File: config.mk
export PLATFORM = sky130hd
export DESIGN_NAME = progmem_loader_flat
export DESIGN_NICKNAME = d
export VERILOG_FILES = /design/src/rtl/progmem_loader_pkg.sv /design/src/rtl/progmem_loader_if.sv /design/src/rtl/progmem_loader_packer.sv /design/src/rtl/progmem_loader.sv /design/src/flat_wrapper.sv
export SDC_FILE = /design/constraint.sdc
export NUM_CORES = 1
export LEC_CHECK = 0
export ABC_AREA = 0
export CAP_MARGIN = 30
export CORE_UTILIZATION = 30
export CTS_BUF_LIST = sky130_fd_sc_hd__clkbuf_8
export CTS_CLUSTER_DIAMETER = 100
export CTS_CLUSTER_SIZE = 24
export DETAILED_ROUTE_END_ITERATION = 10
export GPL_TIMING_DRIVEN = 0
export PLACE_DENSITY_LB_ADDON = 0.15
export SETUP_SLACK_MARGIN = 0.15
export SYNTH_ARGS = -nofsm -noshare
export SYNTH_HDL_FRONTEND = slang
export SYNTH_SLANG_ARGS = --single-unit
File: constraint.sdc
create_clock -name clk -period 2.5 [get_ports clk]
set_clock_uncertainty 0.05 [all_clocks]
set_input_delay 0.5 -clock clk [delete_from_list [all_inputs] [get_ports clk]]
set_output_delay 0.5 -clock clk [all_outputs]
set_load 0.05 [all_outputs]
File: src/rtl/progmem_loader_pkg.sv
// Shared definitions for the program-memory loader: state encoding and datapath widths.
package progmem_loader_pkg;

    localparam int BYTE_W = 8;
    localparam int CSUM_W = 16;

    typedef enum logic [1:0] {
        ST_IDLE   = 2'd0,
        ST_LOAD   = 2'd1,
        ST_VERIFY = 2'd2,
        ST_FINISH = 2'd3
    } state_e;

endpackage

File: src/rtl/progmem_loader_if.sv
// Bundle of the loader's control, byte-stream and memory-port signals.
// The master modport is the loader's view; the slave modport is the host/memory view.
interface progmem_loader_if
    import progmem_loader_pkg::*;
#(
    parameter int A = 8,
    parameter int D = 8
);
    logic              start;
    logic              abort;
    logic [A-1:0]      base_addr;
    logic [A:0]        word_count;
    logic              s_valid;
    logic              s_ready;
    logic [BYTE_W-1:0] s_data;
    logic [A-1:0]      mem_addressw;
    logic [D-1:0]      mem_dbusw;
    logic              mem_we;
    logic [D-1:0]      mem_dbusr;
    logic              cpu_hold;
    logic              busy;
    logic              done;
    logic              error;
    logic [CSUM_W-1:0] checksum;

    modport master (
        input  start, abort, base_addr, word_count, s_valid, s_data, mem_dbusr,
        output s_ready, mem_addressw, mem_dbusw, mem_we, cpu_hold, busy, done, error, checksum
    );

    modport slave (
        output start, abort, base_addr, word_count, s_valid, s_data, mem_dbusr,
        input  s_ready, mem_addressw, mem_dbusw, mem_we, cpu_hold, busy, done, error, checksum
    );

endinterface

File: src/rtl/progmem_loader_packer.sv
// Byte-to-word packer: collects D/8 bytes little-endian and presents the finished word
// for one cycle. A clear drops any partially assembled word.
module progmem_packer
    import progmem_loader_pkg::*;
#(
    parameter int D = 8
) (
    input  logic              clk,
    input  logic              rst_n,
    input  logic              clear,
    input  logic              byte_valid,
    input  logic [BYTE_W-1:0] byte_data,
    output logic              word_valid,
    output logic [D-1:0]      word
);
    localparam int BPW   = D / BYTE_W;
    localparam int CNT_W = (BPW > 1) ? $clog2(BPW) : 1;

    logic [CNT_W-1:0]    cnt_q, cnt_d;
    logic [D-1:0]        shift_q, shift_d;
    logic [D-1:0]        word_q, word_d;
    logic                word_valid_q, word_valid_d;
    logic [D+BYTE_W-1:0] merged;

    // Shift each new byte in from the top so the first byte ends up in bits [7:0].
    always_comb begin
        cnt_d        = cnt_q;
        shift_d      = shift_q;
        word_d       = word_q;
        word_valid_d = 1'b0;
        merged       = {byte_data, shift_q};
        if (clear) begin
            cnt_d   = '0;
            shift_d = '0;
        end else if (byte_valid) begin
            shift_d = D'(merged >> BYTE_W);
            if (cnt_q == CNT_W'(BPW - 1)) begin
                cnt_d        = '0;
                word_d       = shift_d;
                word_valid_d = 1'b1;
            end else begin
                cnt_d = cnt_q + 1'b1;
            end
        end
    end

    // Packer registers.
    always_ff @(posedge clk or negedge rst_n) begin
        if (!rst_n) begin
            cnt_q        <= '0;
            shift_q      <= '0;
            word_q       <= '0;
            word_valid_q <= 1'b0;
        end else begin
            cnt_q        <= cnt_d;
            shift_q      <= shift_d;
            word_q       <= word_d;
            word_valid_q <= word_valid_d;
        end
    end

    assign word_valid = word_valid_q;
    assign word       = word_q;

endmodule

File: src/rtl/progmem_loader.sv
// Program-memory loader: streams bytes into consecutive memory words, then reads the
// loaded range back and compares its byte sum with the checksum of the stream.
module progmem_loader
    import progmem_loader_pkg::*;
#(
    parameter int A = 8,
    parameter int D = 8
) (
    input  logic            clk,
    input  logic            rst_n,
    progmem_loader_if.master bus
);
    localparam int BPW   = D / BYTE_W;
    localparam int CNT_W = (BPW > 1) ? $clog2(BPW) : 1;
    localparam int REM_W = A + 1 + CNT_W;
    localparam logic [A:0] MAX_WORDS = {1'b1, {A{1'b0}}};
    localparam logic [A:0] ONE_WORD  = {{A{1'b0}}, 1'b1};

    state_e            state_q, state_d;
    logic [A-1:0]      base_q, base_d;
    logic [A:0]        count_q, count_d;
    logic [A-1:0]      addr_q, addr_d;
    logic [A:0]        words_rem_q, words_rem_d;
    logic [REM_W-1:0]  bytes_rem_q, bytes_rem_d;
    logic [CSUM_W-1:0] csum_q, csum_d;
    logic [CSUM_W-1:0] rb_sum_q, rb_sum_d;
    logic              error_q, error_d;

    logic              count_bad;
    logic              count_zero;
    logic              s_ready;
    logic              accept;
    logic              write;
    logic              pk_clear;
    logic              pk_word_valid;
    logic [D-1:0]      pk_word;
    logic [CSUM_W-1:0] rb_add;

    progmem_packer #(.D(D)) u_packer (
        .clk        (clk),
        .rst_n      (rst_n),
        .clear      (pk_clear),
        .byte_valid (accept),
        .byte_data  (bus.s_data),
        .word_valid (pk_word_valid),
        .word       (pk_word)
    );

    // Handshake, write strobe and read-back byte sum; abort suppresses both stream and write.
    always_comb begin
        count_bad  = (count_q > MAX_WORDS);
        count_zero = (count_q == '0);
        s_ready    = (state_q == ST_LOAD) && !bus.abort && !count_bad && (bytes_rem_q != '0);
        accept     = bus.s_valid && s_ready;
        write      = (state_q == ST_LOAD) && pk_word_valid && !bus.abort;
        pk_clear   = bus.abort || ((state_q == ST_IDLE) && bus.start);
        rb_add     = '0;
        for (int k = 0; k < BPW; k++) begin
            rb_add = rb_add + CSUM_W'(bus.mem_dbusr[k*BYTE_W +: BYTE_W]);
        end
    end

    // Next-state logic for the sequencer, address/word counters and both sums.
    always_comb begin
        state_d     = state_q;
        base_d      = base_q;
        count_d     = count_q;
        addr_d      = addr_q;
        words_rem_d = words_rem_q;
        bytes_rem_d = bytes_rem_q;
        csum_d      = csum_q;
        rb_sum_d    = rb_sum_q;
        error_d     = error_q;
        case (state_q)
            ST_IDLE: begin
                if (bus.start) begin
                    state_d     = ST_LOAD;
                    base_d      = bus.base_addr;
                    count_d     = bus.word_count;
                    addr_d      = bus.base_addr;
                    words_rem_d = bus.word_count;
                    bytes_rem_d = REM_W'(bus.word_count) * REM_W'(BPW);
                    csum_d      = '0;
                    rb_sum_d    = '0;
                    error_d     = 1'b0;
                end
            end
            ST_LOAD: begin
                if (bus.abort || count_bad) begin
                    state_d = ST_FINISH;
                    error_d = 1'b1;
                end else if (count_zero) begin
                    state_d = ST_FINISH;
                end else begin
                    if (accept) begin
                        csum_d      = csum_q + CSUM_W'(bus.s_data);
                        bytes_rem_d = bytes_rem_q - 1'b1;
                    end
                    if (write) begin
                        if (words_rem_q == ONE_WORD) begin
                            state_d     = ST_VERIFY;
                            addr_d      = base_q;
                            words_rem_d = count_q;
                            rb_sum_d    = '0;
                        end else begin
                            addr_d      = addr_q + 1'b1;
                            words_rem_d = words_rem_q - 1'b1;
                        end
                    end
                end
            end
            ST_VERIFY: begin
                if (bus.abort) begin
                    state_d = ST_FINISH;
                    error_d = 1'b1;
                end else begin
                    rb_sum_d    = rb_sum_q + rb_add;
                    addr_d      = addr_q + 1'b1;
                    words_rem_d = words_rem_q - 1'b1;
                    if (words_rem_q == ONE_WORD) begin
                        state_d = ST_FINISH;
                        error_d = (rb_sum_d != csum_q);
                    end
                end
            end
            ST_FINISH: begin
                // An abort landing on the done cycle still flags the load as failed,
                // but the done pulse is kept to a single cycle.
                state_d = ST_IDLE;
                if (bus.abort) begin
                    error_d = 1'b1;
                end
            end
            default: state_d = ST_IDLE;
        endcase
    end

    // Sequencer state register.
    always_ff @(posedge clk or negedge rst_n) begin
        if (!rst_n) begin
            state_q     <= ST_IDLE;
            base_q      <= '0;
            count_q     <= '0;
            addr_q      <= '0;
            words_rem_q <= '0;
            bytes_rem_q <= '0;
            csum_q      <= '0;
            rb_sum_q    <= '0;
            error_q     <= 1'b0;
        end else begin
            state_q     <= state_d;
            base_q      <= base_d;
            count_q     <= count_d;
            addr_q      <= addr_d;
            words_rem_q <= words_rem_d;
            bytes_rem_q <= bytes_rem_d;
            csum_q      <= csum_d;
            rb_sum_q    <= rb_sum_d;
            error_q     <= error_d;
        end
    end

    assign bus.s_ready      = s_ready;
    assign bus.mem_addressw = addr_q;
    assign bus.mem_dbusw    = pk_word;
    assign bus.mem_we       = write;
    assign bus.cpu_hold     = (state_q != ST_IDLE);
    assign bus.busy         = (state_q != ST_IDLE);
    assign bus.done         = (state_q == ST_FINISH);
    assign bus.error        = error_q;
    assign bus.checksum     = csum_q;

endmodule
File: src/flat_wrapper.sv
// flat-port wrapper written by rule: the top's interface ports become plain ports
module progmem_loader_flat import progmem_loader_pkg::*;
#(
    parameter int A = 8,
    parameter int D = 8
)
  (clk, rst_n, bus_start, bus_abort, bus_base_addr, bus_word_count, bus_s_valid, bus_s_data, bus_mem_dbusr, bus_s_ready, bus_mem_addressw, bus_mem_dbusw, bus_mem_we, bus_cpu_hold, bus_busy, bus_done, bus_error, bus_checksum);
  progmem_loader_if #(.A(A), .D(D)) bus_i ();
  input  logic clk;
  input  logic rst_n;
  input wire logic [$bits(bus_i.start)-1:0] bus_start;
  input wire logic [$bits(bus_i.abort)-1:0] bus_abort;
  input wire logic [$bits(bus_i.base_addr)-1:0] bus_base_addr;
  input wire logic [$bits(bus_i.word_count)-1:0] bus_word_count;
  input wire logic [$bits(bus_i.s_valid)-1:0] bus_s_valid;
  input wire logic [$bits(bus_i.s_data)-1:0] bus_s_data;
  input wire logic [$bits(bus_i.mem_dbusr)-1:0] bus_mem_dbusr;
  output wire logic [$bits(bus_i.s_ready)-1:0] bus_s_ready;
  output wire logic [$bits(bus_i.mem_addressw)-1:0] bus_mem_addressw;
  output wire logic [$bits(bus_i.mem_dbusw)-1:0] bus_mem_dbusw;
  output wire logic [$bits(bus_i.mem_we)-1:0] bus_mem_we;
  output wire logic [$bits(bus_i.cpu_hold)-1:0] bus_cpu_hold;
  output wire logic [$bits(bus_i.busy)-1:0] bus_busy;
  output wire logic [$bits(bus_i.done)-1:0] bus_done;
  output wire logic [$bits(bus_i.error)-1:0] bus_error;
  output wire logic [$bits(bus_i.checksum)-1:0] bus_checksum;
  assign bus_i.start = bus_start;
  assign bus_i.abort = bus_abort;
  assign bus_i.base_addr = bus_base_addr;
  assign bus_i.word_count = bus_word_count;
  assign bus_i.s_valid = bus_s_valid;
  assign bus_i.s_data = bus_s_data;
  assign bus_i.mem_dbusr = bus_mem_dbusr;
  assign bus_s_ready = bus_i.s_ready;
  assign bus_mem_addressw = bus_i.mem_addressw;
  assign bus_mem_dbusw = bus_i.mem_dbusw;
  assign bus_mem_we = bus_i.mem_we;
  assign bus_cpu_hold = bus_i.cpu_hold;
  assign bus_busy = bus_i.busy;
  assign bus_done = bus_i.done;
  assign bus_error = bus_i.error;
  assign bus_checksum = bus_i.checksum;
  progmem_loader #(.A(A), .D(D)) u_core (.clk(clk), .rst_n(rst_n), .bus(bus_i));
endmodule
Word level (Yosys, flattened, before mapping)
Index checks and enable logic that the tools add are counted.

cells by class
  $mul = 0
  bitwise gates (word level) = 2
  div/mod/pow operators = 0
  add/sub/neg operators = 6
  magnitude comparators = 1
  reductions and logical operators = 25
  shifts and indexed selects = 0
  mux-type cells = 50
  equal/unequal tests = 17

operator list
  kind                   number
  $mux 16                9
  $mux 9                 6
  $mux 8                 6
  $pmux 16 s3            1
  $mux 10                4
  $add 16x8->16          2
  $pmux 16 s2            1
  $pmux 9 s3             1
  $pmux 8 s3             1
  $pmux 10 s2            1
  $ne 16x16->1           1
  $ne 2x2->1 const B     8
  $mux 2                 7
  $mux 1                 11
  $reduce_bool 10->1     1
  $sub 10x1->10 const B  1
  $eq 9x1->1 const B     1
  $gt 9x9->1 const B     1
  $logic_not 9->1        1
  $sub 9x1->9 const B    1
  $add 8x1->8 const B    1
  $ne 4x3->1 const B     2
  $pmux 2 s4             1
  $reduce_and 4->1       2
  18 further kinds       30

storage, ports and cells
  memories kept = 0
  RAM bits = 0
  input bits = 38
  bits in latches = 0
  register bits after elaboration = 89
  logic and storage cells = 113
  bits in read-only memories = 0
  output and inout port bits = 38

Depth between registers and ports, before layout
  word-level depth = 9
  mapped depth = 12
  gate-level depth less buffers = 11

By module
Synthesis repeated with hierarchy kept, for this count alone.

second synthesis, totals
  cell total of the unflattened synthesis = 639
  area total of the unflattened synthesis = 5,774.3 um^2

by module, submodules not included
  module          area an instance (um^2)  times used  sequential area each (um^2)  cells each
  progmem_loader  5,395.2                  1           1,976.9                      620
  progmem_packer  379.1                    1           225.2                        19

Least setup slack after synthesis
Ideal clock, no wire load.

  kind = register to register
  start point = register u_core.state_q[1]
  end point = register u_core.u_packer.word_q[0] (netlist: u_core.u_packer.word[0])
  data arrival time = 2.996 ns
  data required time = 2.325 ns
  clock period less this slack = 3.171 ns
  cell stages (with the launch flop) = 11
  slack = -0.671 ns
  buffers on the path = 2
  setup time = 0.125 ns
  cells stage by stage = dfrtp_1 -> inv_1 -> ha_1 -> clkbuf_1 -> inv_1 -> nor2_1 -> nand2_1 -> a21oi_1 -> and4b_1 -> clkbuf_1 -> mux2_2

on the way
  cells in the longest elaborated chain, start to end = 6
  elaborated cells between the ends (all ways) = 10
  classes of those cells = eq/ne (1); bitwise (1); reduce/logical (8)

RTL lines
  item                             RTL line                     text
  from (decl)                      progmem_loader.sv:19         state_e state_q, state_d;
  from (signal assigned)           progmem_loader.sv:151        state_q <= state_d;
  $eq 2x1->1                       progmem_loader.sv:53         s_ready = (state_q == ST_LOAD) && !bus.abort && !count_bad && (bytes_rem_q != '0);
  $logic_and 1x1->1 (3 in series)  progmem_loader.sv:53
  net bus_s_ready                  flat_wrapper.sv:18           output wire logic [$bits(bus_i.s_ready)-1:0] bus_s_ready;
  $logic_and 1x1->1                progmem_loader.sv:54         accept = bus.s_valid && s_ready;
  $reduce_and 3->1 (no line)       n/a
  to (signal assigned)             progmem_loader_packer.sv:57  word_q <= word_d;
  to (decl)                        progmem_loader_packer.sv:21  logic [D-1:0] word_q, word_d;

The timed path passes the listed nets, and every way through them passes these cells.
A chain may end at the register's enable or synchronous reset.

Final worst setup path
  start point = register u_core.rb_sum_q[0]
  end point = register u_core.error_q (netlist: u_core.bus.error)

on the way
  cells in the longest elaborated chain, start to end = 5

RTL lines
  item                    RTL line               text
  from (decl)             progmem_loader.sv:26   logic [CSUM_W-1:0] rb_sum_q, rb_sum_d;
  from (signal assigned)  progmem_loader.sv:158  rb_sum_q <= rb_sum_d;
  $add 16x8->16           progmem_loader.sv:117  rb_sum_d = rb_sum_q + rb_add;
  $ne 16x16->1            progmem_loader.sv:122  error_d = (rb_sum_d != csum_q);
  $mux 1                  progmem_loader.sv:120  if (words_rem_q == ONE_WORD) begin
  $mux 1                  progmem_loader.sv:113  if (bus.abort) begin
  $pmux 1 s4              progmem_loader.sv:74   case (state_q)
  to (signal assigned)    progmem_loader.sv:159  error_q <= error_d;
  to (decl)               progmem_loader.sv:27   logic error_q, error_d;

No other way between the ends. The select of a mux whose other input is x is not followed.

==> out/qor.yml <==
root_buffer: "clkbuf_8"
grt_pass1_vias: 5191
register_area_um2: 2210
die_w_um: 139
die_height_um: 139
rows: 49
p_total_w: 0.0117
critPathRequiredTime_ns: 2.71
crit_arrival_ns: 3.02
max-vdd-ir-drop_mv: 0.716
antenna_left: 0
grt_first_pass_wirelength_um: 27500
r2r-start: "u_core.rb_sum_q[0]"
clk_path_buf_depth: 2
grt_overflow: 0
rsz0062_at_grt: "yes"
end_kind: "flip-flop"
numCtsBuffers: 9
status: "finished, violations left"
synth_edf_count: 0
relSlewSlack_pct: 52.6
slew_violations: 0
insertedDiodeCount: 0
clk_pin_slew_worst_paths_ns: 0.09
initial_core_util_pct: 31.0
cp_num_buf_inv: 1
cpPeakStageDelay_ns: 0.45
synth_top_area_cell: "dfrtp_1"
drive_gt1_share_pct: 32.5
synth_cells: 632
cp_max_fo: 2
syn_area_per_cell_um2: 8.90
synth_cell_types: 53
crit_path_cell_trace: "ha_4 > inv_2 > fa_2 > xnor2_2 > a311o_1 > or4_1 > a41oi_2 > nand4_1 > nor4b_2 > a31oi_1"
failed_checks: "DRC, setup timing"
dpl.cell_count: 936
cts_tree: "built"
post-route-period-util_pct: 112
nets: 834
synth_top_cell_area_share_pct: 39.1
hpwlAfterDp_um: 11800
r2r_cells: 10
clock_latency_ns: 0.39
synthTopCellsByCount: "dfrtp_1, nand2_1, o21ai_0"
crit_path_top_delay_cell: "fa_2"
syn2layout_area_growth_pct: 47.0
p_leak_nw: 3.54
rrSetupSlack_ns: -0.31
final.setup.worst_slack_ns: -0.306
yosys_warnings: 0
ys_top_cells_by_area: "dfrtp_1, o21ai_0, ha_1, xnor2_1, mux2_2"
clock_sinks: 88
r2r_end: "u_core.bus.error"
via_per_inst: 5.26
worstMarginPinSlew_ns: 0.711
syn_nets: 697
grtUsageTotal_pct: 18.1
multi_input_area_um2: 3880
critical_path.top_delay_family: "simple AND/OR/NAND/NOR gates"
grt_max_degree: 55
fin_crit_ns: 2.81
setup_viol: 54
start_kind: "flip-flop"
ctsHtreeMaxLevel: 3
drt_iter0_markers: 291
design.portCount: 76
clock.fmax_mhz: 356
stdcell_count: 1002
worstSetupPathType: "flip-flop to flip-flop"
synth_seq_cells: 88
final-hold-violation-count: 0
power_density_nw_per_um2: 1420
synth_ff_type: "dfrtp_1"
die_area_um2: 19300
yosysMostFrequentCell: "dfrtp_1"
grt_antenna_before_repair: 0
gp_congestion: 0.865
portBuffers: 74
seq_area_frac_synth_pct: 39.1
core_area_um2: 18100
wl_per_cell_um: 17.6
fillers: 1731
maxCapViolCount: 0
min_path_type: "input port to asynchronous set/reset pin"
synth_area_um2: 5630
num_vias: 5269
drcViolationCount: 4
first_pass_iters: 8
wirelength_um: 17700
async_flop_share_pct: 100
## layout make-up
type / instances / area share [%]
Timing Repair Buffer: 126 / 15.5
Inverter: 26 / 1.18
Tap cell: 229 / 3.46
Buffer: 32 / 4.05
Multi-Input combinational cell: 486 / 47.0
Sequential cell: 88 / 26.7
Clock inverter: 4 / 0.348
Clock buffer: 11 / 1.83
## cells by family (layout without fill, tap and decap cells)
kind of cell / Yosys count / count (layout) / share of synthesized area, %
AND/OR/NAND/NOR: 211 / 211 / 18.3
flip-flops: 88 / 88 / 39.1
AO/OA/AOI/OAI: 170 / 170 / 19.0
buffers and inverters: 58 / 199 / 4.00
XOR/XNOR: 49 / 49 / 7.63
multiplexers: 29 / 29 / 5.76
adder cells (fa/ha/maj): 27 / 27 / 6.27
## how the worst max path moves through the flow
stage	startpoint	end	slack, ns	cells past startpoint
3_3_place_gp	rst_n	u_core.bus.checksum[1]	-3.09	1
5_1_grt	u_core.rb_sum_q[0]	u_core.bus.error	-0.44	11
4_1_cts	u_core.rb_sum_q[0]	u_core.bus.error	-0.35	10
3_5_place_dp	bus_mem_dbusr[0]	u_core.bus.error	-0.99	12
2_1_floorplan	bus_mem_dbusr[0]	u_core.bus.error	-0.23	10
6_report	u_core.rb_sum_q[0]	u_core.bus.error	-0.31	10
## registers in the layout, summed over array words and instances (netlist names)
| signal | cells |
|---|---|
| u_core.base_q | 8 |
| u_core.bus.checksum | 16 |
| u_core.bus.error | 1 |
| u_core.bus.mem_addressw | 8 |
| u_core.bytes_rem_q | 10 |
| u_core.count_q | 9 |
| u_core.rb_sum_q | 16 |
| u_core.state_q | 2 |
| u_core.u_packer.word | 8 |
| u_core.u_packer.word_valid | 1 |
| u_core.words_rem_q | 9 |
## cells in the final DEF, fill, tap and decap left out, drive strengths merged, types with 6 or more instances in the layout
cell            n
a21o           10
a21oi          28
and3            7
buf            60
clkbuf         40
clkdlybuf4s50  60
dfrtp          88
ha             25
inv            27
mux2           27
nand2          74
nand3          27
nand4           6
nor2           41
nor3           21
o211ai         22
o21ai          68
o22ai           6
or4             9
xnor2          35
xor2           14
## layer usage
layer | wire (µm) | global-route usage [%] | vias to the layer above
li1 | - | - | 2554
met1 | 7820 | 23.5 | 2585
met2 | 8880 | 30.1 | 109
met3 | 693 | 3.69 | 21
met4 | 266 | 6.14 | 0
met5 | 0 | 0 | -
## metrics by stage
stage / setup WS, ns / utilization [%] / instance area (µm²) / hold slack [ns] / setup TNS, ns
floorplan: -0.226 / - / 5790 / 0.154 / -0.226
global route: -0.436 / 45.6 / 8270 / 0.0562 / -11.69
finish: -0.306 / 45.6 / 8270 / 0.0231 / -5.45
detailed placement: -0.989 / 37.7 / 6840 / 0.420 / -16.79
global placement: -3.09 / 37.6 / 6820 / 0.415 / -256.26
CTS: -0.351 / 42.7 / 7740 / 0.0328 / -1.46
## report_power, final
part           total (W)  switching [W]  leakage, nW  internal [W]
sequential       0.00267       0.000647         1.12       0.00202
clock           0.000978       0.000565       0.0878      0.000412
combinational    0.00807        0.00437         2.33       0.00370
## repair_timing
action | in CTS | in global routing
pin swaps | 34 | 31
resized for setup | 171 | 90
gates cloned | 6 | 4
hold buffers | 0 | 0
setup endpoints to repair | 86 | 78
setup buffers | 23 | 18
hold endpoints to repair | 0 | 0
Power figures use the tool's default switching activity.
